<file path="src/rtl/mem_copy_engine_if.sv">
// -----------------------------------------------------------------------------
// mem_copy_engine_if
//
// Purpose: bundles the command side and the data-memory side of the
// mem_copy_engine into one connection.
//
// Signals:
//   start, mode, src, dst, len, pattern : command, sampled by the engine in IDLE
//   busy, done, count                   : command status back to the issuer
//   mem_a, mem_we, mem_wd               : data-memory port driven by the engine
//   mem_rd                              : data-memory read data into the engine
//   dbg_state                           : engine FSM state (IDLE=0, READ=1,
//                                         WRITE=2, DONE=3) for observation only
//
// Handshake: 'start' is a single-cycle strobe that is only accepted while the
// engine is idle (busy=0, done=0).  The command fields are captured on that
// same edge and may change freely afterwards.  'busy' stays high for every
// cycle that touches memory; 'done' pulses for exactly one cycle after the
// last write, and the first cycle after that pulse can accept a new 'start'.
//
// Modports:
//   master : the engine itself
//   slave  : the command issuer / memory model side
// -----------------------------------------------------------------------------
interface mem_copy_engine_if #(
    parameter int LEN_W = 12
);
    logic             start;
    logic             mode;
    logic [31:0]      src;
    logic [31:0]      dst;
    logic [LEN_W-1:0] len;
    logic [31:0]      pattern;

    logic [31:0]      mem_rd;
    logic [31:0]      mem_a;
    logic             mem_we;
    logic [31:0]      mem_wd;

    logic             busy;
    logic             done;
    logic [LEN_W-1:0] count;

    logic [1:0]       dbg_state;

    modport master (
        input  start, mode, src, dst, len, pattern, mem_rd,
        output mem_a, mem_we, mem_wd, busy, done, count, dbg_state
    );

    modport slave (
        output start, mode, src, dst, len, pattern, mem_rd,
        input  mem_a, mem_we, mem_wd, busy, done, count, dbg_state
    );
endinterface

</file>
<file path="src/rtl/mem_copy_engine.sv">
// -----------------------------------------------------------------------------
// mem_copy_engine
//
// Purpose: moves (copy) or fills (constant fill) blocks of 32-bit words in the
// data memory through its single port, in ascending address order, without
// processor involvement.  The engine owns the memory port while busy.
//
// Ports:
//   clk    : clock, all state changes on the rising edge
//   reset  : asynchronous, active-high; forces IDLE and zeroes all outputs
//   bus    : mem_copy_engine_if.master
//            in : start, mode (0=copy, 1=fill), src, dst, len, pattern, mem_rd
//            out: mem_a, mem_we, mem_wd, busy, done, count, dbg_state
//
// Timing summary:
//   copy : READ/WRITE pair per word (2 cycles/word)
//   fill : one WRITE per word (1 cycle/word)
//   len=0: straight to DONE, no memory access
// Every output is a flop; the next-cycle output values are decided in the same
// block that decides the next state, so nothing combinational from 'start' or
// 'mem_rd' reaches an output.
// -----------------------------------------------------------------------------
module mem_copy_engine #(
    parameter int LEN_W = 12
) (
    input  logic               clk,
    input  logic               reset,
    mem_copy_engine_if.master  bus
);

    typedef enum logic [1:0] {
        S_IDLE  = 2'd0,
        S_READ  = 2'd1,
        S_WRITE = 2'd2,
        S_DONE  = 2'd3
    } state_t;

    localparam logic [LEN_W-1:0] LEN_ONE = {{(LEN_W-1){1'b0}}, 1'b1};

    state_t           state;
    logic             mode_r;   // latched command mode
    logic [31:0]      src_p;    // current source pointer (byte address)
    logic [31:0]      dst_p;    // current destination pointer (byte address)
    logic [LEN_W-1:0] rem;      // words still to write
    logic [31:0]      pat_r;    // latched fill value

    logic [31:0]      src_nxt;
    logic [31:0]      dst_nxt;

    // Pointers advance by one word; wrap-around past 2^32 is intentional.
    assign src_nxt = src_p + 32'd4;
    assign dst_nxt = dst_p + 32'd4;

    assign bus.dbg_state = state;

    // The memory port is word addressed: low two bits never leave the engine.
    function automatic logic [31:0] word_addr(input logic [31:0] a);
        return {a[31:2], 2'b00};
    endfunction

    // mem_wd doubles as the copy data register: in READ the read data is
    // captured straight into it, so it is already presented during WRITE.
    always_ff @(posedge clk or posedge reset) begin
        if (reset) begin
            state      <= S_IDLE;
            mode_r     <= 1'b0;
            src_p      <= 32'd0;
            dst_p      <= 32'd0;
            rem        <= '0;
            pat_r      <= 32'd0;
            bus.mem_a  <= 32'd0;
            bus.mem_we <= 1'b0;
            bus.mem_wd <= 32'd0;
            bus.busy   <= 1'b0;
            bus.done   <= 1'b0;
            bus.count  <= '0;
        end else begin
            case (state)
                S_IDLE: begin
                    bus.mem_a  <= 32'd0;
                    bus.mem_we <= 1'b0;
                    bus.mem_wd <= 32'd0;
                    bus.busy   <= 1'b0;
                    bus.done   <= 1'b0;
                    if (bus.start) begin
                        mode_r    <= bus.mode;
                        src_p     <= bus.src;
                        dst_p     <= bus.dst;
                        rem       <= bus.len;
                        pat_r     <= bus.pattern;
                        bus.count <= '0;
                        if (bus.len == '0) begin
                            state    <= S_DONE;
                            bus.done <= 1'b1;
                        end else if (!bus.mode) begin
                            state     <= S_READ;
                            bus.mem_a <= word_addr(bus.src);
                            bus.busy  <= 1'b1;
                        end else begin
                            state      <= S_WRITE;
                            bus.mem_a  <= word_addr(bus.dst);
                            bus.mem_we <= 1'b1;
                            bus.mem_wd <= bus.pattern;
                            bus.busy   <= 1'b1;
                        end
                    end
                end

                S_READ: begin
                    state      <= S_WRITE;
                    bus.mem_a  <= word_addr(dst_p);
                    bus.mem_we <= 1'b1;
                    bus.mem_wd <= bus.mem_rd;
                    bus.busy   <= 1'b1;
                    bus.done   <= 1'b0;
                end

                S_WRITE: begin
                    // The memory commits mem_wd on this edge.
                    bus.count <= bus.count + LEN_ONE;
                    src_p     <= src_nxt;
                    dst_p     <= dst_nxt;
                    rem       <= rem - LEN_ONE;
                    if (rem == LEN_ONE) begin
                        state      <= S_DONE;
                        bus.mem_a  <= 32'd0;
                        bus.mem_we <= 1'b0;
                        bus.mem_wd <= 32'd0;
                        bus.busy   <= 1'b0;
                        bus.done   <= 1'b1;
                    end else if (!mode_r) begin
                        state      <= S_READ;
                        bus.mem_a  <= word_addr(src_nxt);
                        bus.mem_we <= 1'b0;
                        bus.mem_wd <= 32'd0;
                        bus.busy   <= 1'b1;
                        bus.done   <= 1'b0;
                    end else begin
                        state      <= S_WRITE;
                        bus.mem_a  <= word_addr(dst_nxt);
                        bus.mem_we <= 1'b1;
                        bus.mem_wd <= pat_r;
                        bus.busy   <= 1'b1;
                        bus.done   <= 1'b0;
                    end
                end

                S_DONE: begin
                    // 'start' is not looked at here; count keeps its final value.
                    state      <= S_IDLE;
                    bus.mem_a  <= 32'd0;
                    bus.mem_we <= 1'b0;
                    bus.mem_wd <= 32'd0;
                    bus.busy   <= 1'b0;
                    bus.done   <= 1'b0;
                end

                default: begin
                    state      <= S_IDLE;
                    bus.mem_a  <= 32'd0;
                    bus.mem_we <= 1'b0;
                    bus.mem_wd <= 32'd0;
                    bus.busy   <= 1'b0;
                    bus.done   <= 1'b0;
                end
            endcase
        end
    end

endmodule

</file>
<file path="src/flat_wrapper.sv">
// flat-port wrapper written by rule: the top's interface ports become plain ports
module mem_copy_engine_flat 
#(
    parameter int LEN_W = 12
)
  (clk, reset, bus_start, bus_mode, bus_src, bus_dst, bus_len, bus_pattern, bus_mem_rd, bus_mem_a, bus_mem_we, bus_mem_wd, bus_busy, bus_done, bus_count, bus_dbg_state);
  mem_copy_engine_if #(.LEN_W(LEN_W)) bus_i ();
  input  logic clk;
  input  logic reset;
  input wire logic [$bits(bus_i.start)-1:0] bus_start;
  input wire logic [$bits(bus_i.mode)-1:0] bus_mode;
  input wire logic [$bits(bus_i.src)-1:0] bus_src;
  input wire logic [$bits(bus_i.dst)-1:0] bus_dst;
  input wire logic [$bits(bus_i.len)-1:0] bus_len;
  input wire logic [$bits(bus_i.pattern)-1:0] bus_pattern;
  input wire logic [$bits(bus_i.mem_rd)-1:0] bus_mem_rd;
  output wire logic [$bits(bus_i.mem_a)-1:0] bus_mem_a;
  output wire logic [$bits(bus_i.mem_we)-1:0] bus_mem_we;
  output wire logic [$bits(bus_i.mem_wd)-1:0] bus_mem_wd;
  output wire logic [$bits(bus_i.busy)-1:0] bus_busy;
  output wire logic [$bits(bus_i.done)-1:0] bus_done;
  output wire logic [$bits(bus_i.count)-1:0] bus_count;
  output wire logic [$bits(bus_i.dbg_state)-1:0] bus_dbg_state;
  assign bus_i.start = bus_start;
  assign bus_i.mode = bus_mode;
  assign bus_i.src = bus_src;
  assign bus_i.dst = bus_dst;
  assign bus_i.len = bus_len;
  assign bus_i.pattern = bus_pattern;
  assign bus_i.mem_rd = bus_mem_rd;
  assign bus_mem_a = bus_i.mem_a;
  assign bus_mem_we = bus_i.mem_we;
  assign bus_mem_wd = bus_i.mem_wd;
  assign bus_busy = bus_i.busy;
  assign bus_done = bus_i.done;
  assign bus_count = bus_i.count;
  assign bus_dbg_state = bus_i.dbg_state;
  mem_copy_engine #(.LEN_W(LEN_W)) u_core (.clk(clk), .reset(reset), .bus(bus_i));
endmodule
</file>
<file path="config.mk">
export PLATFORM = sky130hd
export DESIGN_NAME = mem_copy_engine_flat
export DESIGN_NICKNAME = d
export VERILOG_FILES = /design/src/rtl/mem_copy_engine_if.sv /design/src/rtl/mem_copy_engine.sv /design/src/flat_wrapper.sv
export SDC_FILE = /design/constraint.sdc
export NUM_CORES = 1
export LEC_CHECK = 0
export CAP_MARGIN = 20
export CORE_ASPECT_RATIO = 1.25
export CORE_MARGIN = 2
export CORE_UTILIZATION = 30
export CTS_CLUSTER_SIZE = 28
export DETAILED_ROUTE_END_ITERATION = 6
export DONT_BUFFER_PORTS = 1
export GPL_TIMING_DRIVEN = 0
export PLACE_DENSITY_LB_ADDON = 0.25
export RECOVER_POWER = 25
export SLEW_MARGIN = 20
export SYNTH_ARGS = -nofsm -noshare
export SYNTH_HDL_FRONTEND = slang
export SYNTH_SLANG_ARGS = --single-unit
</file>
<file path="constraint.sdc">
create_clock -name clk -period 11.7 [get_ports clk]
set_input_delay 1.17 -clock clk [delete_from_list [all_inputs] [get_ports clk]]
set_output_delay 1.17 -clock clk [all_outputs]
set_load 0.02 [all_outputs]
</file>
* Word level (Yosys, flattened, before mapping)
Cells that the tools add are included.
** Operators by class
- Multiplexer cells :: 40
- Reductions and logical operators :: 6
- Equality and inequality tests :: 5
- Add/subtract/negate cells :: 4
** Operators by type and width (count)
- $mux W32 :: 12
- $pmux W32 S4 :: 2
- $pmux W32 S2 :: 2
- $add A32 B3 Y32 const B :: 2
- $pmux W12 S2 :: 2
- $mux W12 :: 2
- $add A12 B1 Y12 const B :: 1
- $eq A12 B1 Y1 const B :: 1
- $logic_not A12 Y1 :: 1
- $sub A12 B1 Y12 const B :: 1
- $mux W1 :: 11
- $mux W2 :: 5
- $pmux W1 S4 :: 2
- $pmux W2 S4 :: 1
- $eq A2 B2 Y1 const B :: 2
- $reduce_and A2 Y1 :: 2
- $pmux W1 S3 :: 1
- $eq A2 B1 Y1 const B :: 1
- $logic_not A2 Y1 :: 1
- $ne A2 B2 Y1 const B :: 1
- $reduce_bool A2 Y1 :: 1
- $reduce_or A2 Y1 :: 1
** Storage, ports and cells
- Input bits :: 144
- Logic and storage cells :: 67
- Flip-flop bits (word level) :: 190

* Depth between registers and ports, before layout
- Depth in word-level cells :: 4
- Gate-level depth with buffers :: 10
- Depth with buffers taken out :: 7

* Worst setup path before layout
OpenSTA, ideal clock, no wires.
- Kind :: input -> register
- Start point :: input bus_len[8]
- End point :: register u_core.bus.mem_a[4]
- Cell stages on the path :: 6
- Library setup time :: 0.126 ns
- Setup slack :: 8.855 ns
- Buffers on the path :: 1
- Arrival :: 2.718 ns
- Path through :: or4_1 or3_1 nand2_1 buf_2 o22ai_1 a221o_1
** Between the ends
- Cells in the longest elaborated chain, start to end :: 4
** Ends and longest elaborated chain
- from (decl) :: RTL line flat_wrapper.sv:14 : input wire logic [$bits(bus_i.len)-1:0] bus_len;
- $logic_not A12 Y1 :: RTL line mem_copy_engine.sv:92 : if (bus.len == '0) begin
- $mux W32 :: RTL line mem_copy_engine.sv:92
- $mux W32 :: RTL line mem_copy_engine.sv:85 : if (bus.start) begin
- $pmux W32 S4 :: RTL line mem_copy_engine.sv:78 : case (state)
- to (signal assigned) :: RTL line mem_copy_engine.sv:97 : bus.mem_a <= word_addr(bus.src);
- to (signal assigned) :: RTL line mem_copy_engine.sv:101 : bus.mem_a <= word_addr(bus.dst);
- to (signal assigned) :: RTL line mem_copy_engine.sv:111 : bus.mem_a <= word_addr(dst_p);
- to (decl) :: RTL line mem_copy_engine_if.sv:48 : output mem_a, mem_we, mem_wd, busy, done, count, dbg_state
No other way between the ends.
A chain may end at the register's enable or synchronous reset.

==> flow_summary.ini <==
[run_status]
status = finished, violations left
violations = max-capacitance violations, max-slew violations

[pwr]
peakVddDrop_mv = 0.0850
power_leakage_nw = 4.96
powerDensity_mw_per_mm2 = 278
finalPower_w = 0.00323

[global_route]
grt_pass1_wl_mm = 63.6
track_usage_pct = 24.4
grt_overflow_total = 0
antenna_found_initial = 1
grt_max_degree = 77
grt_pass1_vias = 9511

[cells_and_area]
nNetsFinal = 1364
antennaDiodeCount = 0
areaGrowthSynthToFinish_pct = 11.9
layout-drive-gt1-share_pct = 7.82

[logic_synthesis]
synth_edf_count = 0
muxShareOfSynthArea_pct = 3.60
synth.distinct_cells = 64
avgSynthCellArea_um2 = 8.70
synth_top_family_by_area = simple AND/OR/NAND/NOR gates
yosys.area_share.simple_pct = 23.4
yosysWarnings = 0
synth_area_mm2 = 0.0104
async_flop_share_pct = 100
synth_xor_area_share_pct = 3.04
synth_cells = 1193
synth_top_area_share_pct = 44.4
ys_seq_area_share_pct = 44.4
synth_seq_cells = 184
yosys.area_share.adder_pct = 0.603
ys_top_cells_by_area = dfrtp_1 44%, nand2_1 9.4%, o21ai_0 4.0%
yosys.area.top_type = dfrtp_1
synth_compound_area_share_pct = 20.0
ys.flop_type = dfrtp_1

[clocking]
cts_setup_buffers = 0
cts-hold-fix-buffers = 0
cts-root-buf = clkbuf_16
clk_path_buf_depth = 2
cts_resized = 0
cts_tree = yes
cts_sinks = 184
cts_max_level = 4
clk_latency_ps = 470
cts_inserted_buffers = 17
path_clk_slew_ps = 80

[detailed_routing]
dr.first_iter.drc_count = 891
drt_pass1_iterations = 5
routed_wl_mm = 43.7
vias = 9712
drc_errors = 0
vias_per_cell = 5.73
wire_per_inst_um = 25.8
drtAntennaViolNets = 0

[worst_hold_path]
hp-class = flip-flop to flip-flop
hold_end = u_core.bus.mem_wd[19]
whs_path_depth = 2
min_from = u_core.pat_r[19]

[floorplanning]
num_rows = 76
initial_core_util_pct = 30.2
die_w_um = 170
chipHeight_um = 212
dieArea_mm2 = 0.0361
core-area_mm2 = 0.0343
io_pins = 225

[critical_path]
ff2ff_path_depth = 8
crit_slowest_cell = clkbuf_1
reg2reg_slack_ps = 8170
cp_cell_sequence = clkinvlp_2 -> clkbuf_1
arrival_ps = 5180
criticalPathCategory = input port to asynchronous set/reset pin
required_ps = 11310
reg2reg_from = u_core.bus.dbg_state[1]
max_stage_delay_ps = 2970
crit_path_start_kind = input port
crit_family = buffers and inverters
r2r_end = u_core.src_p[19]
crit_buf_inv = 2
cp_max_fo = 76
critPathCaptureType = asynchronous set/reset pin

[timing]
finClkSkew_ps = 19.4
setup_violations = 0
fin_tns_setup_ps = 0
fin_crit_ps = 5570
rsz0062_at_grt = no
fmax_ghz = 0.179
tightest_slew_ps = 4140
hold_viol = 0
timing.final.crit_share_pct = 47.6
max_slew_margin_pct = -176
slew_viol_final = 113

[placement]
dp_hpwl_mm = 32.1
port_buffers = 0
gp_congestion = 0.929

[run]
drv_cap = 2
==> layer usage <==
metal	wire length [um]	vias up	share of wire (%)	GRT usage [%]
li1	-	4360	-	-
met1	16500	4770	38	28.0
met2	20900	490	48	40.8
met3	4430	90	10	8.08
met4	1860	2	4.3	11.7
met5	8	-	0.018	0
==> power breakdown <==
part | total (W) | switching, W | internal (W)
clock | 0.000627 | 0.000292 | 0.000334
sequential | 0.00123 | 0.000329 | 0.000900
combinational | 0.00138 | 0.000951 | 0.000425
total | 0.00323 | 0.00157 | 0.00166
==> per-stage QoR <==
stage | setup WS [ps] | utilization, % | hold slack [ps] | area, um^2 | instances
global placement | 2890 | 32.0 | 450 | 11000 | 1662
floorplan | 5530 | - | 439 | 10400 | 1194
CTS | 8160 | 33.9 | 467 | 11600 | 1696
detailed placement | 7920 | 32.2 | 448 | 11000 | 1664
global route | 4950 | 33.8 | 485 | 11600 | 1696
finish | 6130 | 33.8 | 465 | 11600 | 1696
==> flip-flops by register name, indices dropped and copies added (netlist names), 2 cells and up <==
register              cells
u_core.bus.mem_a         30
u_core.pat_r             32
u_core.rem               12
u_core.bus.dbg_state      2
u_core.bus.count         12
u_core.bus.mem_wd        32
u_core.src_p             30
u_core.dst_p             30
==> how the worst max path moves through the flow <==
stage	start	to	slack, ps	cells past startpoint
2_1_floorplan	reset	u_core.bus.busy	5530	1
3_3_place_gp	reset	u_core.bus.mem_a[19]	2890	1
3_5_place_dp	bus_start	u_core.bus.mem_a[16]	7920	6
4_1_cts	u_core.bus.dbg_state[1]	u_core.bus.mem_wd[31]	8160	9
5_1_grt	reset	u_core.bus.mem_wd[6]	4950	2
6_report	reset	u_core.pat_r[6]	6130	2
==> final cells by class <==
| class | count | area, um^2 |
|---|---|---|
| Inverter | 17 | 65.1 |
| Sequential cell | 184 | 4600 |
| Timing Repair Buffer | 2 | 31.3 |
| Clock inverter | 13 | 159 |
| Buffer | 108 | 452 |
| Fill cell | 3587 | 22700 |
| Tap cell | 468 | 586 |
| Clock buffer | 19 | 453 |
| Multi-Input combinational cell | 885 | 5270 |
==> cell usage in the layout (no fill, tap or decap), drive strengths merged, types with 27 or more instances in the layout <==
| cell type | synthesis | final |
|---|---|---|
| nand2 | 260 | 260 |
| dfrtp | 184 | 184 |
| clkbuf | 67 | 87 |
| o21ai | 84 | 84 |
| a22oi | 52 | 52 |
| nor2 | 47 | 47 |
| nand3 | 44 | 44 |
| buf | 41 | 42 |
| a21oi | 38 | 38 |
| nor3 | 30 | 30 |
| nor4 | 27 | 27 |
==> cell usage after synthesis, types with 15 or more instances <==
library cell    n
nand2_1       260
o21ai_0        83
and3_1         15
a221o_1        19
nor2_1         47
xnor2_1        25
a21oi_1        38
clkbuf_1       66
a22oi_1        52
nor3_1         30
nand3_1        43
nor4_1         22
buf_2          21
buf_1          16
dfrtp_1       184
inv_1          17
nand4_1        23
mux2i_1        16
mux2_2         19
==> cell families (layout without fill, tap and decap cells) <==
| kind of cell | count (synthesis) | after routing |
|---|---|---|
| multiplexers | 35 | 35 |
| other | 1 | 2 |
| AND/OR/NAND/NOR | 505 | 505 |
| AO/OA/AOI/OAI | 302 | 302 |
| XOR/XNOR | 36 | 36 |
| buffers and inverters | 125 | 159 |
| adder cells (fa/ha/maj) | 5 | 5 |
| flip-flops | 184 | 184 |
(Power assumes the default switching activity.)
